<file path="config.mk">
export PLATFORM = sky130hd
export DESIGN_NAME = img_sat_adder
export DESIGN_NICKNAME = d
export VERILOG_FILES = /design/src/rtl/img_preproc_pkg.sv /design/src/rtl/img_pipe_stage.sv /design/src/rtl/img_sat_adder.sv
export SDC_FILE = /design/constraint.sdc
export NUM_CORES = 1
export LEC_CHECK = 0
export ABC_AREA = 1
export ABC_CLOCK_PERIOD_IN_PS = 1200
export BUFFER_PORTS_ARGS = -buffer_cell sky130_fd_sc_hd__buf_4
export CORE_MARGIN = 3
export CORE_UTILIZATION = 42
export CTS_CLUSTER_SIZE = 12
export DETAILED_ROUTE_END_ITERATION = 8
export HOLD_SLACK_MARGIN = 0.12
export PLACE_DENSITY = 0.79
export SLEW_MARGIN = 25
export SYNTH_ARGS = -nofsm -noshare
export SYNTH_HDL_FRONTEND = slang
export SYNTH_SLANG_ARGS = --single-unit
export TNS_END_PERCENT = 5
</file>
<file path="constraint.sdc">
create_clock -name clk -period 1.2 [get_ports clk]
set_input_delay 0.06 -clock clk [delete_from_list [all_inputs] [get_ports clk]]
set_output_delay 0.06 -clock clk [all_outputs]
set_load 0.03 [all_outputs]
</file>
<file path="src/rtl/img_preproc_pkg.sv">
// Shared definitions for the image preprocessing pipeline.
//
// Used by both the clamped-at-zero subtractor and the saturating adder so
// that the notion of "largest pixel value" and clamping live in one place.
//
// Contents:
//   PIX_MAX_W  - widest pixel supported by the helpers (16 bits)
//   pix_max()  - 2^width - 1 for a given pixel width
//   sat_clip() - clamp an up-to-(PIX_MAX_W+1)-bit value to [0, pix_max(width)]
package img_preproc_pkg;

    localparam int unsigned PIX_MAX_W = 16;

    function automatic int unsigned pix_max(input int unsigned width);
        return (32'd1 << width) - 32'd1;
    endfunction

    // Returns the value clamped to the pixel range. The result is padded to
    // PIX_MAX_W bits; callers cast it down to their own pixel width.
    function automatic logic [PIX_MAX_W-1:0] sat_clip(input logic [PIX_MAX_W:0] val,
                                                      input int unsigned       width);
        int unsigned v;
        int unsigned m;
        v = 32'(val);
        m = pix_max(width);
        if (v > m) begin
            return 16'(m);
        end
        return 16'(v);
    endfunction

endpackage

</file>
<file path="src/rtl/img_pipe_stage.sv">
// Generic pipeline register: a data word plus its valid flag, with a hold
// enable for backpressure.
//
// Ports:
//   clk, rst_n  - clock, synchronous active-low reset
//   hold        - when 1 the stage keeps its current contents
//   in_valid    - valid flag of the word presented at in_data
//   in_data     - W-bit payload
//   out_valid   - registered valid flag
//   out_data    - registered payload
module img_pipe_stage #(
    parameter int unsigned W = 8
) (
    input  logic         clk,
    input  logic         rst_n,
    input  logic         hold,
    input  logic         in_valid,
    input  logic [W-1:0] in_data,
    output logic         out_valid,
    output logic [W-1:0] out_data
);

    // Payload is captured together with the valid flag so that bubbles simply
    // overwrite stale data; nothing downstream looks at data while invalid.
    always_ff @(posedge clk) begin
        if (!rst_n) begin
            out_valid <= 1'b0;
            out_data  <= '0;
        end else if (!hold) begin
            out_valid <= in_valid;
            out_data  <= in_data;
        end
    end

endmodule

</file>
<file path="src/rtl/img_sat_adder.sv">
// Streaming saturating pixel adder: m_sum = min(s_a + s_b, 2^WIDTH - 1).
//
// Reconstruction-path partner of the clamped-at-zero image subtractor.
// Two registered stages with full valid/ready backpressure; one pixel per
// cycle, two cycles from input acceptance to m_valid.
//
// Ports:
//   clk, rst_n           - clock, synchronous active-low reset
//   s_valid/s_ready      - input handshake
//   s_a, s_b             - WIDTH-bit unsigned operands
//   s_last               - last pixel of the frame
//   m_valid/m_ready      - output handshake
//   m_sum                - saturated sum
//   m_last               - s_last travelling with its pixel
//   m_sat                - 1 when this pixel was clamped
//   frame_sat_cnt        - clamped-pixel count of the last completed frame
//   frame_done           - one-cycle pulse when frame_sat_cnt updates
//
// Configuration:
//   IMG_SAT_ADDER_STATS_EN - when defined, builds the per-frame saturation
//   counter. When undefined, frame_sat_cnt and frame_done are tied to 0;
//   the datapath and m_sat are identical in both builds.
module img_sat_adder #(
    parameter int unsigned WIDTH = 8,
    parameter int unsigned CNT_W = 24
) (
    input  logic             clk,
    input  logic             rst_n,
    input  logic             s_valid,
    output logic             s_ready,
    input  logic [WIDTH-1:0] s_a,
    input  logic [WIDTH-1:0] s_b,
    input  logic             s_last,
    output logic             m_valid,
    input  logic             m_ready,
    output logic [WIDTH-1:0] m_sum,
    output logic             m_last,
    output logic             m_sat,
    output logic [CNT_W-1:0] frame_sat_cnt,
    output logic             frame_done
);

    import img_preproc_pkg::*;

    localparam int unsigned STAGE_W = WIDTH + 2;
    localparam int unsigned CLIP_W  = PIX_MAX_W + 1;

    logic               stall;
    logic [WIDTH:0]     sum_ext;
    logic [STAGE_W-1:0] s1_data;
    logic               s1_valid;
    logic [WIDTH:0]     s1_sum;
    logic               s1_last;
    logic               s1_sat;
    logic [WIDTH-1:0]   s1_clipped;
    logic [STAGE_W-1:0] s2_in;
    logic [STAGE_W-1:0] s2_data;

    // Both stages move together: a stall freezes the whole pipe, otherwise
    // everything shifts, which also squeezes out any bubbles.
    assign stall   = m_valid && !m_ready;
    assign s_ready = !stall;

    // One extra bit keeps the carry, which is exactly the overflow flag.
    assign sum_ext = {1'b0, s_a} + {1'b0, s_b};

    img_pipe_stage #(.W(STAGE_W)) u_stage1 (
        .clk       (clk),
        .rst_n     (rst_n),
        .hold      (stall),
        .in_valid  (s_valid),
        .in_data   ({s_last, sum_ext}),
        .out_valid (s1_valid),
        .out_data  (s1_data)
    );

    assign s1_last    = s1_data[WIDTH+1];
    assign s1_sum     = s1_data[WIDTH:0];
    assign s1_sat     = s1_sum[WIDTH];
    assign s1_clipped = WIDTH'(sat_clip(CLIP_W'(s1_sum), WIDTH));
    assign s2_in      = {s1_last, s1_sat, s1_clipped};

    img_pipe_stage #(.W(STAGE_W)) u_stage2 (
        .clk       (clk),
        .rst_n     (rst_n),
        .hold      (stall),
        .in_valid  (s1_valid),
        .in_data   (s2_in),
        .out_valid (m_valid),
        .out_data  (s2_data)
    );

    assign m_last = s2_data[WIDTH+1];
    assign m_sat  = s2_data[WIDTH];
    assign m_sum  = s2_data[WIDTH-1:0];

`ifdef IMG_SAT_ADDER_STATS_EN
    logic             out_fire;
    logic [CNT_W-1:0] run_cnt;
    logic [CNT_W-1:0] run_next;

    assign out_fire = m_valid && m_ready;

    // Running count including the pixel currently on the output, held at
    // full scale instead of wrapping.
    always_comb begin
        run_next = run_cnt;
        if (m_sat && (run_cnt != '1)) begin
            run_next = run_cnt + CNT_W'(1);
        end
    end

    // Only accepted output beats count; a last beat publishes the total and
    // restarts the count for the next frame.
    always_ff @(posedge clk) begin
        if (!rst_n) begin
            run_cnt       <= '0;
            frame_sat_cnt <= '0;
            frame_done    <= 1'b0;
        end else begin
            frame_done <= 1'b0;
            if (out_fire) begin
                if (m_last) begin
                    frame_sat_cnt <= run_next;
                    run_cnt       <= '0;
                    frame_done    <= 1'b1;
                end else begin
                    run_cnt <= run_next;
                end
            end
        end
    end
`else
    assign frame_sat_cnt = '0;
    assign frame_done    = 1'b0;
`endif

endmodule

</file>
==> results of run 1 <==
-- power by group through the flow --
| stage | Combinational [mW] | Sequential (mW) | Clock (mW) |
|---|---|---|---|
| 2_1_floorplan | 0.434 | 0.930 | 0 |
| 3_3_place_gp | 0.607 | 0.867 | 0 |
| 3_5_place_dp | 0.616 | 0.871 | 0 |
| 4_1_cts | 0.639 | 0.855 | 0.566 |
| 5_1_grt | 0.714 | 0.866 | 0.591 |
| 6_report | 0.650 | 0.856 | 0.564 |
-- repair_timing --
item | 4_1_cts | 5_1_grt
endpoints found under the setup margin | 2 | 11
hold endpoints to repair | 16 | 0
cloned | 1 | 0
gates resized for setup | 3 | 6
hold buffers | 3 | 0
setup buffers | 2 | 3
pin swaps | 1 | 3
-- cell families (layout without fill, tap and decap cells) --
| family | count (synthesis) | count (layout) | share of synthesized area |
|---|---|---|---|
| flops | 22 | 22 | 0.328 |
| compound gates | 32 | 32 | 0.133 |
| simple gates | 61 | 61 | 0.200 |
| buf+inv | 52 | 72 | 0.234 |
| fa+ha+maj | 9 | 9 | 0.0894 |
| xor+xnor | 2 | 2 | 0.0130 |
| other cells | 1 | 25 | 0.00279 |
-- worst max-delay path, stage by stage, from the launching register on --
cell,delay [ns]
dfxtp_2,0.36
inv_2,0.04
nor2_4,0.17
inv_8,0.08
buf_6,0.14
-- final timing paths --
| kind | start | to | slack (ns) | cells after the start |
|---|---|---|---|---|
| min | m_ready | u_stage1.out_data[3] | 0.12 | 5 |
| max | u_stage2.out_valid | s_ready | 0.03 | 4 |
| min reg2reg | u_stage1.out_data[1] | u_stage2.out_data[1] | 0.46 | 2 |
| max reg2reg | u_stage2.out_valid | u_stage2.out_data[2] | 0.04 | 7 |
-- metal layers --
| metal | global-route usage | up-vias |
|---|---|---|
| li1 | - | 615 |
| met1 | 0.160 | 529 |
| met2 | 0.253 | 36 |
| met3 | 0.0306 | 6 |
| met4 | 0.0413 | 0 |
| met5 | 0 | - |
-- layout by cell type (no fill, tap or decap) --
cell / netlist / final
nand3b_1: 2 / 2
inv_2: 0 / 1
a21oi_2: 1 / 1
buf_6: 2 / 3
bufinv_16: 0 / 1
or2_4: 1 / 1
o21ai_2: 0 / 1
o21ai_0: 8 / 8
o21bai_1: 1 / 1
a211oi_1: 1 / 1
xnor2_1: 2 / 2
clkbuf_4: 0 / 3
nor3_1: 6 / 6
dlygate4sd3_1: 0 / 3
nand2_1: 24 / 24
a21oi_1: 7 / 7
inv_1: 20 / 19
fa_2: 0 / 1
dfxtp_2: 0 / 1
inv_6: 0 / 1
conb_1: 1 / 25
nor2_4: 1 / 1
dfxtp_1: 22 / 21
o211ai_2: 1 / 1
o21a_1: 1 / 1
ha_1: 8 / 8
o21ai_1: 12 / 11
nor2_1: 17 / 17
inv_8: 0 / 1
nand3_1: 10 / 10
buf_4: 26 / 40
-- registers in the layout, indices dropped and copies added, names as in the netlist --
register	count
u_stage2.out_valid	1
u_stage2.out_data	10
u_stage1.out_data	10
u_stage1.out_valid	1
-- synthesized netlist by cell type (all sizes together) --
cell type	instances	area share
nor3	6	0.022
o21a	1	0.0056
buf	31	0.17
a21oi	8	0.033
nand3b	2	0.011
or2	1	0.0065
fa	1	0.015
ha	8	0.074
o21bai	1	0.0056
nand3	10	0.037
nor2	18	0.056
o21ai	20	0.074
nand2	24	0.067
o211ai	1	0.0093
dfxtp	22	0.33
inv	21	0.061
xnor2	2	0.013
a211oi	1	0.0056
conb	1	0.0028
-- cell type report --
cell class / instances / area (um2) / area share
multi-input combinational: 129 / 686 / 0.405
sequential: 22 / 442 / 0.261
timing repair buffer: 46 / 364 / 0.215
inverter: 21 / 86.3 / 0.0510
tap: 42 / 52.6 / 0.0311
clock inverter: 1 / 30.0 / 0.0178
clock buffer: 3 / 22.5 / 0.0133
timing repair inverter: 1 / 8.76 / 0.00518
-- through the flow --
| step | power [mW] | area [um2] | setup TNS [ns] | hold WS [ns] |
|---|---|---|---|---|
| 3_5_place_dp | 1.49 | 1540 | -0.719 | 0.316 |
| 6_report | 2.07 | 1690 | 0 | 0.124 |
| 5_1_grt | 2.17 | 1690 | -0.119 | 0.146 |
| 4_1_cts | 2.06 | 1650 | 0 | 0.125 |
| 3_3_place_gp | 1.47 | 1540 | -0.594 | 0.308 |
| 2_1_floorplan | 1.36 | 1440 | -0.0331 | 0.227 |
==> out/metrics.csv, run 1 <==
metric;value;unit
I/O Buffers;32;
number of synthesized register bits;22;
worst-path fanout max;13;
Die Span Y;62.6;um
layout cells sized above 1;0.256;
CP startpoint kind;flip-flop;
Pre-antenna DRT Iters;4;
TritonCTS clock tree;done;
Setup WS pre-CTS;-0.264;ns
Setup Skew;0.0103;ns
GP Congestion;0.723;
Highest Signal Layer;met4;
Total GRT Usage;0.139;
synth unique cells;25;
syn_area_per_cell;7.51;um2
register area share after synthesis;0.328;
fin. max-slew vios;0;
P&R area growth vs syn;25.9;%
placed insts;252;
WP data required;1.14;ns
initial antenna violation count;0;
post-synthesis instance total;179;
endpoints failing setup;0;
RSZ-0062 raised after global routing;yes;
leakage power;0.904;nW
power share of the clock group;0.272;
site row count;19;
Longest Clk Path Bufs;2;
I/O pin count;58;
Final Routed Wirelength;2830;um
# diodes;0;
DRC;0;
Initial Util;0.463;
power density over the cells;1220;nW/um2
Synth Cell Area;1340;um2
wire length per cell;10.7;um
via count of the first global-routing pass;1069;
Ys Warns;0;
Fill cells;287;
worst setup path category;flip-flop to output pin;
final setup margin;0.0323;ns
Max Fclk;856;MHz
Iter 0 DRT Violations;63;
Final Hold Vio Count;0;
Die ar.;3910;um2
htree depth;1;
switching power share of the total;0.325;
Layout Cells excl Fill;265;
pin count of the biggest net entering global routing;23;
Comb power frac;0.314;
worst hold-check path type;primary input to flip-flop;
DRT met1 WL;1240;um
Vias;1186;
met2 routed WL;1390;um
CTS root buffer;clkbuf_4;
die width;62.6;um
crit share post-route;0.973;
Worst IR Drop VDD;0.572;mV
total core area;2900;um2
final net count;254;
GR Overflow Total;0;
Psw;673;uW
Crit. End Element;output pin;
met3 WL post-DR;143;um
clock sink count;22;
first-pass GRT wire length;4490;um
Skew-Pair Late Insertion Delay;0.31;ns
sequential share of power;0.414;
TritonCTS buffer count;3;
Vias per Instance;4.48;
Clk pin slew, worst setup/hold paths;0.13;ns
minimum clock period;1.17;ns
outcome;finished, final reports clean;
# Max-Cap Violations;0;
antenna-violating nets left;0;
placed wire-length estimate;2050;um
crit path DAT;1.11;ns
final core utilization;0.583;
Int Pwr;1.40;mW
(Power assumes the default switching activity.)
==> inputs of run 2 (changes only) <==
==> constraint.sdc (replaced) <==
create_clock -name clk -period 1.2 [get_ports clk]
set_input_delay 0.12 -clock clk [delete_from_list [all_inputs] [get_ports clk]]
set_output_delay 0.12 -clock clk [all_outputs]
set_load 0.03 [all_outputs]
==> out/metrics.csv, run 2 (synthesis results as in run 1) <==
metric;value;unit;change
outcome;finished, final reports clean;;
biggest regs;u_stage1.out_data x10, u_stage2.out_data x10;;
CP max stage delay;0.35;ns;about the same
# Max-Cap Violations;0;;unchanged
DRC;0;;unchanged
Vias per Instance;4.42;;-1.3%
worst hold start;rst_n;;
Final Routed Wirelength;2560;um;-9.5%
endpoints failing setup;0;;unchanged
R2R setup slack;0.07;ns;+0.03 ns
GP Congestion;0.838;;+16%
TritonCTS buffer count;3;;unchanged
crit path DAT;1.03;ns;-0.08 ns
final instance area;1660;um2;-1.6%
cells along the critical path;inv_2, nor2_4, inv_8, buf_6;;
Initial Util;0.463;;unchanged
wire length per cell;9.75;um;-8.8%
Setup Skew;0.00215;ns;-0.00817 ns
initial antenna violation count;0;;unchanged
terminus of the critical flop-to-flop path;u_stage2.out_data[1];;
Iter 0 DRT Violations;52;;-17%
Die Span Y;62.6;um;unchanged
r2r startpoint;u_stage2.out_valid;;
htree depth;1;;unchanged
worst hold-check path type;primary input to flip-flop;;
CTS root buffer;clkbuf_4;;
via count of the first global-routing pass;1029;;-3.7%
crit share post-route;0.956;;-0.0174
minimum clock period;1.15;ns;-0.0209 ns
Final Power;1.88;mW;-9.2%
# diodes;0;;unchanged
most common cell after layout, fill and taps aside;buf_4;;
fin. max-slew vios;0;;unchanged
I/O pin count;58;;unchanged
die width;62.6;um;unchanged
pin count of the biggest net entering global routing;23;;unchanged
clock sink count;22;;unchanged
P&R area growth vs syn;23.8;%;
worst r2r path cells;6;;-1
hold endpoint;u_stage1.out_data[3];;
WP data required;1.08;ns;-0.06 ns
layout cells sized above 1;0.253;;-0.00221
most frequent cells in the layout;buf_4 (39), conb_1 (25), nand2_1 (24), dfxtp_1 (21), inv_1 (19);;
worst setup path category;flip-flop to output pin;;
RSZ-0062 raised after global routing;yes;;
worst-path fanout max;3;;-10
I/O Buffers;32;;unchanged
placed insts;251;;-0.40%
first-pass GRT wire length;4370;um;-2.8%
final net count;252;;-0.79%
total core area;2900;um2;unchanged
final core utilization;0.574;;-0.00949
Crit. End Element;output pin;;
leakage power;0.888;nW;-1.8%
Clk pin slew, worst setup/hold paths;0.11;ns;-0.02 ns
Worst IR Drop VDD;0.442;mV;-23%
site row count;19;;unchanged
Final Hold Vio Count;0;;unchanged
Vias;1162;;-2.0%
Skew-Pair Late Insertion Delay;0.29;ns;-0.02 ns
Pre-antenna DRT Iters;4;;unchanged
Longest Clk Path Bufs;2;;unchanged
Total GRT Usage;0.134;;-0.00468
GR Overflow Total;0;;unchanged
Layout Cells excl Fill;263;;-0.75%
slowest library cell on the worst path;dfxtp_2;;
CP startpoint kind;flip-flop;;
Die ar.;3910;um2;unchanged
power density over the cells;1130;nW/um2;-7.7%
TritonCTS clock tree;done;;
placed wire-length estimate;1830;um;-11%
Post-DP Area;1550;um2;+0.49%
antenna-violating nets left;0;;unchanged
Max Fclk;872;MHz;+1.8%
Worst Hold Depth;3;;-2
[run 2: changes by cell type in the layout (fill, tap and decap cells not counted), sizes merged]
cell         before  now
dlygate4sd3       3    2
bufinv            1    0
clkbuf            3    4
buf              43   42
[run 2: final cells by class]
type,instances,area [um2]
Tap cell,42,52.6
Fill cell,295,1240
Clock buffer,4,36.3
Inverter,21,86.3
Timing Repair Buffer,44,355
Timing Repair inverter,1,6.26
Multi-Input combinational cell,129,686
Sequential cell,22,442
[run 2: layer usage]
layer | global-route usage | vias to the layer above | routed length (um)
li1 | - | 608 | -
met3 | 0.0216 | 4 | 163
met2 | 0.226 | 38 | 1250
met1 | 0.165 | 512 | 1120
met5 | 0 | - | 0
met4 | 0.0634 | 0 | 32
[run 2: where the power goes]
group          total [mW]  internal, mW  switching, mW
clock               0.386         0.185          0.201
combinational       0.641         0.249          0.392
sequential          0.852         0.809         0.0438
[run 2: what timing repair did]
| action | in CTS | in global routing |
|---|---|---|
| buffers inserted | 5 | 0 |
| resized for setup | 3 | 5 |
| gates cloned | 1 | 0 |
| endpoints found under the setup margin | 1 | 11 |
| pin swaps | 1 | 1 |
| endpoints found under the hold margin | 2 | 0 |
| hold buffers | 2 | 0 |
[run 2: worst max path at each step]
stage,from,endpoint,slack (ns),cells past startpoint
after global placement,s_a[0],u_stage1.out_data[6],-0.20,11
final,u_stage2.out_valid,s_ready,0.05,4
after detailed placement,s_a[0],u_stage1.out_data[6],-0.22,11
after CTS,u_stage2.out_valid,s_ready,0.02,4
after global routing,s_a[0],u_stage1.out_data[6],-0.02,11
after floorplan,s_a[0],u_stage1.out_data[6],-0.04,10
[run 2: metrics by stage]
step / hold WS [ns] / setup TNS [ns] / worst slack (ns)
after CTS: 0.147 / 0 / 0.0230
final: 0.167 / 0 / 0.0532
after floorplan: 0.287 / -0.0421 / -0.0421
after detailed placement: 0.393 / -0.853 / -0.222
after global placement: 0.380 / -0.729 / -0.200
after global routing: 0.159 / -0.0502 / -0.0151
[run 2: worst max-delay path, delay by kind of cell (launching register included)]
family / cells / cell delay, ns
simple gates: 1 / 0.17
buf+inv: 3 / 0.21
flops: 1 / 0.35
==> inputs of run 3 (changes only) <==
- SETUP_SLACK_MARGIN: not set -> 0.1
==> out/metrics.csv, run 3 (synthesis results as in run 1) <==
metric;value;unit;change
pin count of the biggest net entering global routing;23;;unchanged
Vias per Instance;4.37;;-1.0%
Clk pin slew, worst setup/hold paths;0.11;ns;about the same
first-pass GRT wire length;4400;um;+0.64%
most frequent cells in the layout;buf_4 (39), conb_1 (25), nand2_1 (24), dfxtp_1 (21), inv_1 (19);;
site row count;19;;unchanged
Skew-Pair Late Insertion Delay;0.30;ns;about the same
power density over the cells;1130;nW/um2;-0.13%
outcome;finished, final reports clean;;
Die Span Y;62.6;um;unchanged
leakage power;0.888;nW;about the same
endpoints failing setup;0;;unchanged
Final Hold Vio Count;0;;unchanged
crit share post-route;0.960;;+0.00391
via count of the first global-routing pass;1041;;+1.2%
P&R area growth vs syn;25.0;%;
TritonCTS clock tree;done;;
DRC;0;;unchanged
Worst IR Drop VDD;0.408;mV;-7.7%
initial antenna violation count;0;;unchanged
RSZ-0062 raised after global routing;yes;;
setup TNS;0;ns;unchanged
wire length per cell;9.87;um;+1.2%
TritonCTS buffer count;3;;unchanged
biggest regs;u_stage1.out_data x10, u_stage2.out_data x10;;
worst setup path category;flip-flop to output pin;;
fin. max-slew vios;0;;unchanged
most common cell after layout, fill and taps aside;buf_4;;
WP data required;1.08;ns;about the same
Initial Util;0.463;;unchanged
CTS root buffer;clkbuf_4;;
Crit. End Element;output pin;;
die width;62.6;um;unchanged
I/O Buffers;32;;unchanged
GP Congestion;0.818;;-2.5%
Max Fclk;868;MHz;-0.41%
Total GRT Usage;0.134;;-0.000377
Post-DP Area;1570;um2;+1.3%
Iter 0 DRT Violations;60;;+15%
worst hold-check path type;primary input to flip-flop;;
antenna-violating nets left;0;;unchanged
Die ar.;3910;um2;unchanged
# diodes;0;;unchanged
Final Routed Wirelength;2600;um;+1.2%
total core area;2900;um2;unchanged
CP startpoint kind;flip-flop;;
layout cells sized above 1;0.262;;+0.00905
I/O pin count;58;;unchanged
placed wire-length estimate;1870;um;+2.2%
crit path DAT;1.03;ns;about the same
Setup Skew;0.000691;ns;-0.00146 ns
htree depth;1;;unchanged
GR Overflow Total;0;;unchanged
Pre-antenna DRT Iters;4;;unchanged
# Max-Cap Violations;0;;unchanged
Vias;1150;;-1.0%
final instance area;1680;um2;+0.98%
clock sink count;22;;unchanged
minimum clock period;1.15;ns;+0.00469 ns
final net count;252;;unchanged
Longest Clk Path Bufs;2;;unchanged
worst-path fanout max;3;;unchanged
-- run 3: cell counts in the layout (fill, tap and decap cells not counted) --
Identical to the previous run, type by type.
-- run 3: routing by layer --
metal	share of wire	wire, um	global-route usage	vias to the layer above
met5	0	0	0	-
met4	0.0046	12	0.0468	0
met3	0.052	136	0.0198	2
met2	0.50	1310	0.232	36
met1	0.44	1140	0.168	505
li1	-	-	-	607
-- run 3: critical path, cell delays in order (launching register included) --
cell and delay, ns:
dfxtp_2 0.35, inv_2 0.04, nor2_4 0.17, inv_8 0.05, buf_6 0.13
-- run 3: path summary, 6_finish.rpt --
kind / cells after the start / from / to / slack [ns]
worst min register to register: 2 / u_stage1.out_data[0] / u_stage1.out_data[0] / 0.46
worst max-delay path: 4 / u_stage2.out_valid / s_ready / 0.05
worst min-delay path: 2 / rst_n / u_stage2.out_valid / 0.16
worst max register to register: 6 / u_stage2.out_valid / u_stage2.out_data[0] / 0.08
-- run 3: what timing repair did --
| item | CTS | global route |
|---|---|---|
| setup endpoints to repair | 1 | 23 |
| pin swaps | 1 | 2 |
| hold buffers | 2 | 0 |
| gates resized for setup | 4 | 6 |
| setup buffers | 4 | 0 |
| cloned | 1 | 0 |
| hold endpoints to repair | 2 | 0 |
-- run 3: cell type report --
type	count	area [um2]
fillers	304	1220
multi-input cells	129	702
flip-flops and latches	22	442
repair buffers	44	355
inverters	21	86.3
well taps	42	52.6
clock buffers	4	36.3
repair inverters	1	6.26
-- run 3: power breakdown --
group          internal [mW]  total [mW]  switching (mW)
Sequential             0.809       0.854          0.0455
Combinational          0.254       0.648           0.394
Clock                  0.185       0.393           0.208
Total                   1.25        1.90           0.648
-- run 3: metrics by stage --
stage               setup slack [ns]  power (mW)  hold slack, ns  utilization  instances
finish                        0.0485        1.90           0.157        0.579        263
global route                 -0.0234        2.02           0.168        0.579        263
CTS                           0.0362        1.90           0.143        0.575        263
detailed placement            -0.181        1.49           0.404        0.541        252
global placement              -0.156        1.48           0.380        0.541        252
floorplan                    0.00925        1.37           0.287            -        203
